--- config.mk ---
export PLATFORM = sky130hd
export DESIGN_NAME = dmem_port_ctrl
export DESIGN_NICKNAME = d
export VERILOG_FILES = /design/src/rtl/dmem_port_ctrl.sv
export SDC_FILE = /design/constraint.sdc
export NUM_CORES = 1
export LEC_CHECK = 0
export BUFFER_PORTS_ARGS = -buffer_cell sky130_fd_sc_hd__clkbuf_2
export CORE_MARGIN = 2
export CORE_UTILIZATION = 45
export DETAILED_ROUTE_END_ITERATION = 12
export PLACE_DENSITY = 0.87
export SLEW_MARGIN = 20
export SYNTH_ARGS = -nofsm -noshare
export SYNTH_HDL_FRONTEND = slang
export SYNTH_SLANG_ARGS = --single-unit
--- constraint.sdc ---
create_clock -name clk -period 2.7 [get_ports clk]
set_clock_uncertainty 0.2 [all_clocks]
set_input_delay 0.54 -clock clk [delete_from_list [all_inputs] [get_ports clk]]
set_output_delay 0.54 -clock clk [all_outputs]
set_load 0.02 [all_outputs]
--- src/rtl/dmem_port_ctrl.sv ---
// Single-outstanding load/store responder between the LSQ and the D-cache.
// Issues one cache access per request and returns a formatted, rob_id-tagged result.
module dmem_port_ctrl #(
    parameter int unsigned ROB_ID_SIZE = 8
) (
    input  logic                   clk,
    input  logic                   rst_n,
    input  logic                   req_valid,
    output logic                   req_ready,
    input  logic [ROB_ID_SIZE-1:0] req_rob_id,
    input  logic [31:0]            req_addr,
    input  logic [31:0]            req_wdata,
    input  logic [3:0]             req_rmask,
    input  logic [3:0]             req_wmask,
    input  logic [2:0]             req_funct3,
    input  logic                   flush,
    output logic [31:0]            dmem_addr,
    output logic [3:0]             dmem_rmask,
    output logic [3:0]             dmem_wmask,
    output logic [31:0]            dmem_wdata,
    input  logic [31:0]            dmem_rdata,
    input  logic                   dmem_resp,
    output logic                   rob_ready,
    output logic [ROB_ID_SIZE-1:0] rob_id,
    output logic [31:0]            rob_rd_data,
    output logic [31:0]            rob_dmem_rdata,
    output logic                   rob_store
);

    typedef enum logic [1:0] {
        MEM_IDLE,
        MEM_REQ,
        MEM_RESP_WAIT
    } mem_controller_states;

    mem_controller_states state, state_next;

    logic [ROB_ID_SIZE-1:0] rob_id_q;
    logic [31:0]            addr_q;
    logic [31:0]            wdata_q;
    logic [3:0]             rmask_q;
    logic [3:0]             wmask_q;
    logic [2:0]             funct3_q;
    logic                   kill_q;

    logic        is_load;
    logic        is_store;
    logic        no_access;
    logic        accept;
    logic        issue;
    logic        resp_done;
    logic        kill_now;
    logic [7:0]  sel_byte;
    logic [15:0] sel_half;
    logic [31:0] load_fmt;

    always_comb begin
        is_load   = |rmask_q;
        is_store  = |wmask_q;
        no_access = ~is_load & ~is_store;
        accept    = (state == MEM_IDLE) & req_valid & ~flush;
        // A load flushed while in MEM_REQ never reaches the cache.
        issue     = (state == MEM_REQ) & ~no_access & ~(flush & is_load);
        resp_done = (state == MEM_RESP_WAIT) & dmem_resp;
        kill_now  = kill_q | (flush & is_load);
    end

    always_comb begin
        state_next = state;
        unique case (state)
            MEM_IDLE:      if (accept) state_next = MEM_REQ;
            MEM_REQ:       state_next = issue ? MEM_RESP_WAIT : MEM_IDLE;
            MEM_RESP_WAIT: if (dmem_resp) state_next = MEM_IDLE;
            default:       state_next = MEM_IDLE;
        endcase
    end

    always_comb begin
        req_ready  = (state == MEM_IDLE);
        dmem_addr  = '0;
        dmem_rmask = '0;
        dmem_wmask = '0;
        dmem_wdata = '0;
        if (issue) begin
            dmem_addr  = {addr_q[31:2], 2'b00};
            dmem_rmask = rmask_q;
            dmem_wmask = wmask_q;
            dmem_wdata = wdata_q;
        end
    end

    always_comb begin
        sel_byte = '0;
        unique case (addr_q[1:0])
            2'd0: sel_byte = dmem_rdata[7:0];
            2'd1: sel_byte = dmem_rdata[15:8];
            2'd2: sel_byte = dmem_rdata[23:16];
            2'd3: sel_byte = dmem_rdata[31:24];
            default: sel_byte = '0;
        endcase
        sel_half = addr_q[1] ? dmem_rdata[31:16] : dmem_rdata[15:0];
        unique case (funct3_q)
            3'b000:  load_fmt = {{24{sel_byte[7]}}, sel_byte};
            3'b001:  load_fmt = {{16{sel_half[15]}}, sel_half};
            3'b100:  load_fmt = {24'd0, sel_byte};
            3'b101:  load_fmt = {16'd0, sel_half};
            default: load_fmt = dmem_rdata;
        endcase
    end

    always_ff @(posedge clk or negedge rst_n) begin
        if (!rst_n) begin
            state    <= MEM_IDLE;
            rob_id_q <= '0;
            addr_q   <= '0;
            wdata_q  <= '0;
            rmask_q  <= '0;
            wmask_q  <= '0;
            funct3_q <= '0;
            kill_q   <= 1'b0;
        end else begin
            state <= state_next;
            if (accept) begin
                rob_id_q <= req_rob_id;
                addr_q   <= req_addr;
                wdata_q  <= req_wdata;
                rmask_q  <= req_rmask;
                wmask_q  <= req_wmask;
                funct3_q <= req_funct3;
            end
            if (resp_done)
                kill_q <= 1'b0;
            else if ((state == MEM_RESP_WAIT) && flush && is_load)
                kill_q <= 1'b1;
        end
    end

    // Result bus is a one-cycle pulse; all fields return to zero otherwise.
    always_ff @(posedge clk or negedge rst_n) begin
        if (!rst_n) begin
            rob_ready      <= 1'b0;
            rob_id         <= '0;
            rob_rd_data    <= '0;
            rob_dmem_rdata <= '0;
            rob_store      <= 1'b0;
        end else begin
            rob_ready      <= 1'b0;
            rob_id         <= '0;
            rob_rd_data    <= '0;
            rob_dmem_rdata <= '0;
            rob_store      <= 1'b0;
            if (accept && (req_rmask == 4'd0) && (req_wmask == 4'd0)) begin
                rob_ready <= 1'b1;
                rob_id    <= req_rob_id;
            end else if (resp_done && !kill_now) begin
                rob_ready      <= 1'b1;
                rob_id         <= rob_id_q;
                rob_rd_data    <= is_store ? 32'd0 : load_fmt;
                rob_dmem_rdata <= dmem_rdata;
                rob_store      <= is_store;
            end
        end
    end

endmodule
### Word level (Yosys, flattened, before mapping)

Index checks and enable logic that the tools add are counted.

| word-level totals | value |
|---|---|
| flip-flop bits (word level) | 160 |
| bits in latches | 0 |
| memory bits (writable) | 0 |
| bits in read-only memories | 0 |
| input port bits | 120 |
| output and inout port bits | 147 |
| word-level logic and storage cells | 75 |
| memories kept | 0 |

| operators by class | value |
|---|---|
| $add $sub $neg | 0 |
| multiply operators | 0 |
| div/mod/pow operators | 0 |
| $lt $le $gt $ge | 0 |
| equality and inequality tests | 10 |
| shifts and indexed selects | 0 |
| mux-type cells | 24 |
| bitwise logic cells | 13 |
| reductions and logical operators | 15 |

Operator list:

| operator | count |
|---|---|
| 32-bit two-way mux | 7 |
| 32-bit one-hot mux with 4 select lines | 1 |
| 8-bit one-hot mux with 4 select lines | 1 |
| 16-bit two-way mux | 1 |
| 8-bit two-way mux | 2 |
| 4-bit logical NOT | 2 |
| 4-bit two-way mux | 2 |
| 4-bit OR reduction | 2 |
| 1-bit bitwise AND | 7 |
| 2-bit equality test, second input constant | 3 |
| 3-bit equality test, second input constant | 2 |
| 1-bit two-way mux | 6 |
| 2-bit two-way mux | 3 |
| 2-bit one-hot mux with 3 select lines | 1 |
| 1-bit logical AND | 5 |
| 1-bit inverter | 5 |
| 2-bit by 1-bit equality test with 1-bit output, second input constant | 2 |
| 2-bit logical NOT | 2 |
| 3-bit by 1-bit equality test with 1-bit output, second input constant | 1 |
| 3-bit logical NOT | 1 |
| 2-bit by 1-bit inequality test with 1-bit output, second input constant | 1 |
| 2-bit inequality test, second input constant | 1 |
| 2-bit AND reduction | 1 |
| 2-bit nonzero test | 1 |
| 2 further kinds | 2 |

### Depth between registers and ports, before layout

Gate-level depths: netlist (run 1).

| depth | value |
|---|---|
| depth in word-level cells | 8 |
| depth in mapped cells | 5 |

### Least setup slack after synthesis (run 1)

No wires, ideal clock.

| path | value |
|---|---|
| path kind | reg2out |
| start | register rmask_q[3] |
| end | output dmem_addr[22] |
| arrival | 1.848 ns |
| required time | 1.960 ns |
| setup slack | 0.112 ns |
| stages on the path, launching flop included | 5 |
| cells stage by stage | dfrtp_1 > o41a_1 > a2111oi_4 > clkbuf_2 > and2_1 |

| between the ends | value |
|---|---|
| longest elaborated chain between the ends | 7 |

Ends and longest elaborated chain:

| element | line | source |
|---|---|---|
| from (decl) | 41 | `logic [3:0] rmask_q;` |
| from (signal assigned) | 127 | `rmask_q <= req_rmask;` |
| 4-bit OR reduction (*) | 58 | `is_load = \|rmask_q;` |
| 1-bit inverter | 60 | `no_access = ~is_load & ~is_store;` |
| 1-bit bitwise AND | 60 |  |
| 1-bit inverter | 63 | `issue = (state == MEM_REQ) & ~no_access & ~(flush & is_load);` |
| 1-bit bitwise AND | 63 |  |
| 1-bit bitwise AND (*) | 63 |  |
| 32-bit two-way mux (*) | 84 | `if (issue) begin` |
| to (decl) | 17 | `output logic [31:0] dmem_addr,` |

Every way passes the cells marked *; elsewhere a longest branch is shown, timed or not.

### Final worst setup path (run 1)

| path | value |
|---|---|
| start | register rmask_q[1] |
| end | output dmem_addr[10] |

The elaborated chain is that of the path after synthesis.

==> summary.txt, run 1 <==
STA
  • Setup TNS: -19.78 ns
  • Least-Margin Pin Slew: 0.998 ns
  • Hold Slack: 0.135 ns
  • Final min period: 3.05 ns
  • Final Hold Viols: 0
  • Slew headroom: 33.2%
  • RSZ-0062 raised after global routing: yes
  • Post-route setup slack: -0.348 ns
  • Final setup fails: 70
  • Max Fclk: 328 MHz
  • Period utilization: 113%
  • Final Max Tran Viols: 0

Synthesis
  • Ys flop type: dfrtp_1
  • Simple-gate area share of the yosys netlist: 13.4%
  • Number of synthesized flops with an enable pin: 0
  • Cells after Synth: 507
  • Sequential cell area fraction in the yosys report: 60.7%
  • Multiplexer share of the synthesized area: 15.2%
  • Post-Syn Area: 0.00660 mm2
  • Synth Area in Adders: 0%
  • Async set-reset flop share out of synthesis: 100%
  • Largest family of logic cells by synthesized area: multiplexers
  • Synth Area in Compound Gates: 8.04%
  • Avg Inst Size Synth: 13.0 um2
  • Synth Area in XOR/XNOR: 0%
  • Number of synthesized register bits: 160
  • Netlist cell types: 36
  • Synth Warn #: 0

Final layout
  • N_diodes: 0
  • Final core occ: 67.4%
  • Leading cell type in the layout, fill and taps excluded: clkbuf_2
  • Layout Nets: 912
  • Share of cells above drive strength 1: 58.4%
  • Commonest non-fill, non-tap cells in the layout: 193 x clkbuf_2, 160 x dfrtp_1, 83 x mux2_2
  • Layout area overhead: 47.4%
  • Post-Layout Cell Count: 989

Clock tree
  • Clk buf depth: 2
  • Clock slew seen by the registers of the worst setup and hold paths: 0.06 ns
  • Total CTS buffers: 17
  • CTS tree: done
  • Htree depth: 4
  • CTS Sinks: 160
  • Clk_lat worst skew: 0.42 ns
  • Clock root buffer master: clkbuf_16

Detailed routing
  • Pre-Repair DR Iteration Count: 4
  • Met3 wire len: 1670 um
  • DRT iter0 DRCs: 416
  • DRT Wirelength: 20000 um
  • Routed length on met1: 7310 um
  • Top sig layer: met4
  • WL/cell: 20.3 um
  • Vias per inst: 5.30
  • Via count: 5246
  • Metal2 WL: 10500 um
  • Residual DRC: 0
  • Antenna-violating nets left: 0

Critical path
  • Worst setup SP type: flip-flop
  • CP max stage delay: 0.49 ns
  • Family with the most delay on the worst path: compound AO/OA/AOI/OAI gates
  • Crit end category: primary output
  • CP cell instances: o41a_1, a2111oi_4, buf_4, buf_4, clkbuf_16, and2_1, clkbuf_8
  • Worst Path Required: 1.96 ns
  • Slowest cell on the critical path: o41a_1
  • Flop2flop setup slack: 0.46 ns
  • Most used cell, CP: buf_4
  • Worst-path maximum fanout: 8
  • Crit Path Category: reg -> out
  • Worst path buffer plus inverter count: 4
  • Worst Path Arrival: 2.31 ns

Floorplan
  • Core box area: 0.0144 mm2
  • Starting Density: 45.7%
  • I/O pins: 267
  • Core Rows: 44
  • Die H: 125 um
  • Die ar.: 0.0156 mm2
  • Die width: 125 um

GRT
  • First-pass GRT wire length: 30300 um
  • GR Overflow Total: 0
  • Largest net degree at the start of global routing: 71
  • Vias in the first global route: 5502
  • Initial antenna violation count: 0
  • Gr usage total: 25.2%

Run status
  • Failing checks: negative setup slack
  • Status: finished with violations

Flow run
  • Max_cap viols: 0

Place
  • DP Wirelength: 12700 um
  • Dpl cells: 942
  • Placer Congestion: 0.892
  • Port Buf Inserts: 264

Power
  • Worst vdd ir: 0.000440 V
  • Pleak: 4.82 nW
  • Tot Pwr: 6.64 mW
  • Power Density: 683 mW/mm2

Hold path
  • Hold/Removal Path Class: in -> reg
==> worst paths after layout <==
path,depth (start not counted),to,startpoint
min in group asynchronous,2,rob_dmem_rdata[8]$_DFF_PN0_,rst_n
max in group asynchronous,3,funct3_q[2]$_DFFE_PN0P_,rst_n
hold / removal,3,funct3_q[1]$_DFFE_PN0P_,req_funct3[1]
setup reg to reg,7,rob_rd_data[15]$_DFF_PN0_,rmask_q[1]$_DFFE_PN0P_
setup / recovery,7,dmem_addr[10],rmask_q[1]$_DFFE_PN0P_
hold reg to reg,1,rob_id[3]$_DFF_PN0_,rob_id_q[3]$_DFFE_PN0P_
==> state kept, by name (all words and copies together) (netlist names) <==
name,count
addr_q,32
rob_dmem_rdata,32
rob_rd_data,32
wdata_q,32
rob_id,8
rob_id_q,8
rmask_q,4
wmask_q,4
funct3_q,3
state,2
kill_q,1
rob_ready,1
rob_store,1
==> cell families after synthesis <==
family	after synthesis
muxes	90
and+or+nand+nor	148
AOI/OAI and AO/OA	71
other	1
buffers and inverters	37
DFF	160
==> Yosys cell counts, types with 2 or more instances <==
cell | n | area [um2]
nor2b_1 | 3 | 18.8
and2_1 | 102 | 638
a32o_1 | 8 | 80.1
a21o_1 | 2 | 15.0
mux2i_1 | 7 | 70.1
clkbuf_2 | 7 | 35.0
mux2_2 | 83 | 935
buf_4 | 2 | 15.0
clkbuf_1 | 15 | 56.3
a21oi_1 | 28 | 140
inv_1 | 4 | 15.0
or4_1 | 2 | 15.0
buf_2 | 5 | 25.0
dfrtp_1 | 160 | 4000
o221a_2 | 13 | 146
buf_1 | 2 | 7.51
nor3_1 | 7 | 35.0
o21ai_0 | 14 | 70.1
nor2_1 | 23 | 86.3
nand2_1 | 4 | 15.0
==> area by class of cell <==
cell class	instances	area (um2)
fillers	962	4700
flip-flops and latches	160	4000
multi-input cells	311	2550
repair buffers	297	2380
clock buffers	19	433
well taps	184	230
clock inverters	13	108
inverters	5	18.8
==> where the power goes <==
group          leakage, nW  switching [mW]  internal (mW)
Combinational         2.51           0.681          0.741
Clock                0.258            1.02           1.20
Sequential            2.05           0.256           2.74
==> metrics by stage <==
step	setup slack, ns	area [um2]
3_5_place_dp	0.00857	8230
2_1_floorplan	0.112	6600
3_3_place_gp	0.0850	8230
6_report	-0.348	9720
5_1_grt	-0.439	9720
4_1_cts	-0.251	9560
==> worst min-delay path, cell delays in order <==
cell and delay (ns):
clkbuf_2 0.08, nand2_1 0.04, o21ai_0 0.05
==> metal layers <==
| metal | track usage, % | up-vias |
|---|---|---|
| li1 | - | 2328 |
| met1 | 27.8 | 2604 |
| met2 | 44.4 | 284 |
| met3 | 8.90 | 30 |
| met4 | 10.3 | 0 |
| met5 | 0 | - |
==> timing repair <==
action	4_1_cts	5_1_grt
hold endpoints to repair	40	0
pin swaps	3	9
gates cloned	2	2
buffers inserted	8	3
resized for setup	156	60
hold buffers	1	0
endpoints found under the setup margin	70	70
Note: power is estimated with default switching activity, not from simulation.
==> run 2: changes to the inputs <==
- BUFFER_PORTS_ARGS: -buffer_cell sky130_fd_sc_hd__clkbuf_2 -> -buffer_cell sky130_fd_sc_hd__buf_2
- HOLD_SLACK_MARGIN: not set -> 0.03
- RECOVER_POWER: not set -> 50
==> summary.txt, run 2 (synthesis gave the netlist of run 1 again) <==
Critical path
  • Crit end category: primary output
  • Flop2flop setup slack: 0.36 ns
  • CP cell instances: o41a_1, a2111oi_4, buf_4, clkbuf_16, and2_1, buf_6
  • Crit Path Category: reg -> out
  • Worst-path maximum fanout: 12
  • Worst r2r dst: rob_rd_data[15]$_DFF_PN0_
  • Worst Path Arrival: 2.21 ns
  • Worst Path Required: 1.96 ns
  • Worst r2r src: rmask_q[0]$_DFFE_PN0P_
  • CP max stage delay: 0.47 ns
  • Slowest cell on the critical path: o41a_1
  • Worst Setup SP: rmask_q[0]$_DFFE_PN0P_
  • Worst setup SP type: flip-flop
  • Reg2Reg Depth: 7

Hold path
  • Hold/Removal Path Class: in -> reg
  • Min-Delay Path Depth: 3
  • Hold EP: funct3_q[1]$_DFFE_PN0P_
  • Worst min-delay path startpoint: req_funct3[1]

STA
  • Final min period: 2.95 ns
  • Hold Slack: 0.135 ns
  • RSZ-0062 raised after global routing: yes
  • Period utilization: 109%
  • Least-Margin Pin Slew: 0.972 ns
  • Final Max Tran Viols: 0
  • Slew headroom: 35.0%
  • Max Fclk: 339 MHz
  • Final Hold Viols: 0
  • Post-route setup slack: -0.251 ns
  • Final setup fails: 70

Floorplan
  • I/O pins: 267
  • Die width: 125 um
  • Core box area: 0.0144 mm2
  • Starting Density: 45.7%
  • Die H: 125 um
  • Die ar.: 0.0156 mm2
  • Core Rows: 44

Detailed routing
  • Vias per inst: 5.27
  • Residual DRC: 0
  • Via count: 5188
  • DRT iter0 DRCs: 375
  • Pre-Repair DR Iteration Count: 4
  • Antenna-violating nets left: 0
  • DRT Wirelength: 19700 um
  • WL/cell: 20.0 um

Final layout
  • Layout area overhead: 43.9%
  • Finished layout cell area: 0.00949 mm2
  • Commonest non-fill, non-tap cells in the layout: 160 x dfrtp_1, 159 x buf_2, 83 x mux2_2
  • Leading cell type in the layout, fill and taps excluded: dfrtp_1
  • Fill cell count: 1048
  • Layout Nets: 906
  • Share of cells above drive strength 1: 55.2%
  • Post-Layout Cell Count: 984

Clock tree
  • Total CTS buffers: 17
  • Htree depth: 4
  • CTS Sinks: 160
  • Clk_lat worst skew: 0.41 ns
  • Clk buf depth: 2
  • CTS tree: done
  • Clock root buffer master: clkbuf_16
  • Clock slew seen by the registers of the worst setup and hold paths: 0.07 ns

Place
  • Placed Area: 0.00820 mm2
  • DP Wirelength: 12700 um
  • Dpl cells: 941
  • Placer Congestion: 0.894
  • Port Buf Inserts: 264
  • Post-Place Worst Slack: 0.0764 ns

Run status
  • Failing checks: negative setup slack
  • Status: finished with violations

Power
  • Net Sw Power: 1.93 mW
  • Gate power share: 19.8%
  • Seq pwr share: 43.8%
  • Worst vdd ir: 0.000488 V
  • Internal Power: 4.94 mW
  • Power Density: 724 mW/mm2
  • Pleak: 4.67 nW
  • Tot Pwr: 6.87 mW
  • Switching share of power: 28.1%
  • Clk pwr share: 36.4%

Flow run
  • Max_cap viols: 0

GRT
  • Vias in the first global route: 5480
  • GR Overflow Total: 0
  • Largest net degree at the start of global routing: 80
  • Gr usage total: 24.8%
  • First-pass GRT wire length: 29900 um
  • Initial antenna violation count: 1
## run 2: final cells by class
type                       count  area, um2  area share (%)
antenna                        1       2.50          0.0264
tap                          184        230            2.42
multi-input combinational    311       2580            27.2
inverter                       5       18.8           0.198
clock buffer                  19        443            4.67
clock inverter                13        176            1.86
sequential                   160       4000            42.2
timing repair buffer         291       2040            21.5
## run 2: what timing repair did
action | in CTS | in global routing
pin swaps | 4 | 14
setup endpoints to repair | 70 | 70
resized for setup | 155 | 42
gates cloned | 2 | 2
hold endpoints to repair | 35 | 0
hold buffers | 1 | 0
buffers inserted | 5 | 0
## run 2: power groups by stage
stage                     Clock [mW]  Combinational (mW)  Sequential, mW
after floorplan                    0               0.768            2.93
after global placement             0                1.11            3.00
after detailed placement           0                1.15            3.01
after CTS                       2.55                1.30            2.97
after global routing            2.68                1.46            3.05
final                           2.50                1.36            3.01
## run 2: how the worst max path moves through the flow
stage,to,slack [ns],depth (start not counted)
final,dmem_addr[17],-0.25,6
after global routing,dmem_addr[17],-0.33,6
after CTS,dmem_addr[31],-0.19,6
after detailed placement,dmem_wmask[0],0.08,5
after global placement,dmem_wmask[0],0.11,5
after floorplan,dmem_addr[22],0.11,4
## run 2: routing by layer
metal | track usage [%] | vias to the layer above | share of wire, %
li1 | - | 2309 | -
met1 | 28.4 | 2544 | 36
met2 | 41.9 | 285 | 51
met3 | 8.00 | 50 | 8.3
met4 | 12.0 | 0 | 4.0
met5 | 0 | - | 0
## run 2: worst max-delay path: cells and delay by family, from the launching register on
| kind | cells | cell delay, ns |
|---|---|---|
| buffers and inverters | 3 | 0.52 |
| flip-flops | 1 | 0.40 |
| AND/OR/NAND/NOR | 1 | 0.16 |
| AO/OA/AOI/OAI | 2 | 0.72 |
## run 2: through the flow
stage / utilization [%] / setup TNS (ns)
2_1_floorplan: - / 0
3_3_place_gp: 56.8 / 0
3_5_place_dp: 56.8 / 0
4_1_cts: 65.1 / -12.14
5_1_grt: 65.8 / -19.51
6_report: 65.8 / -13.90
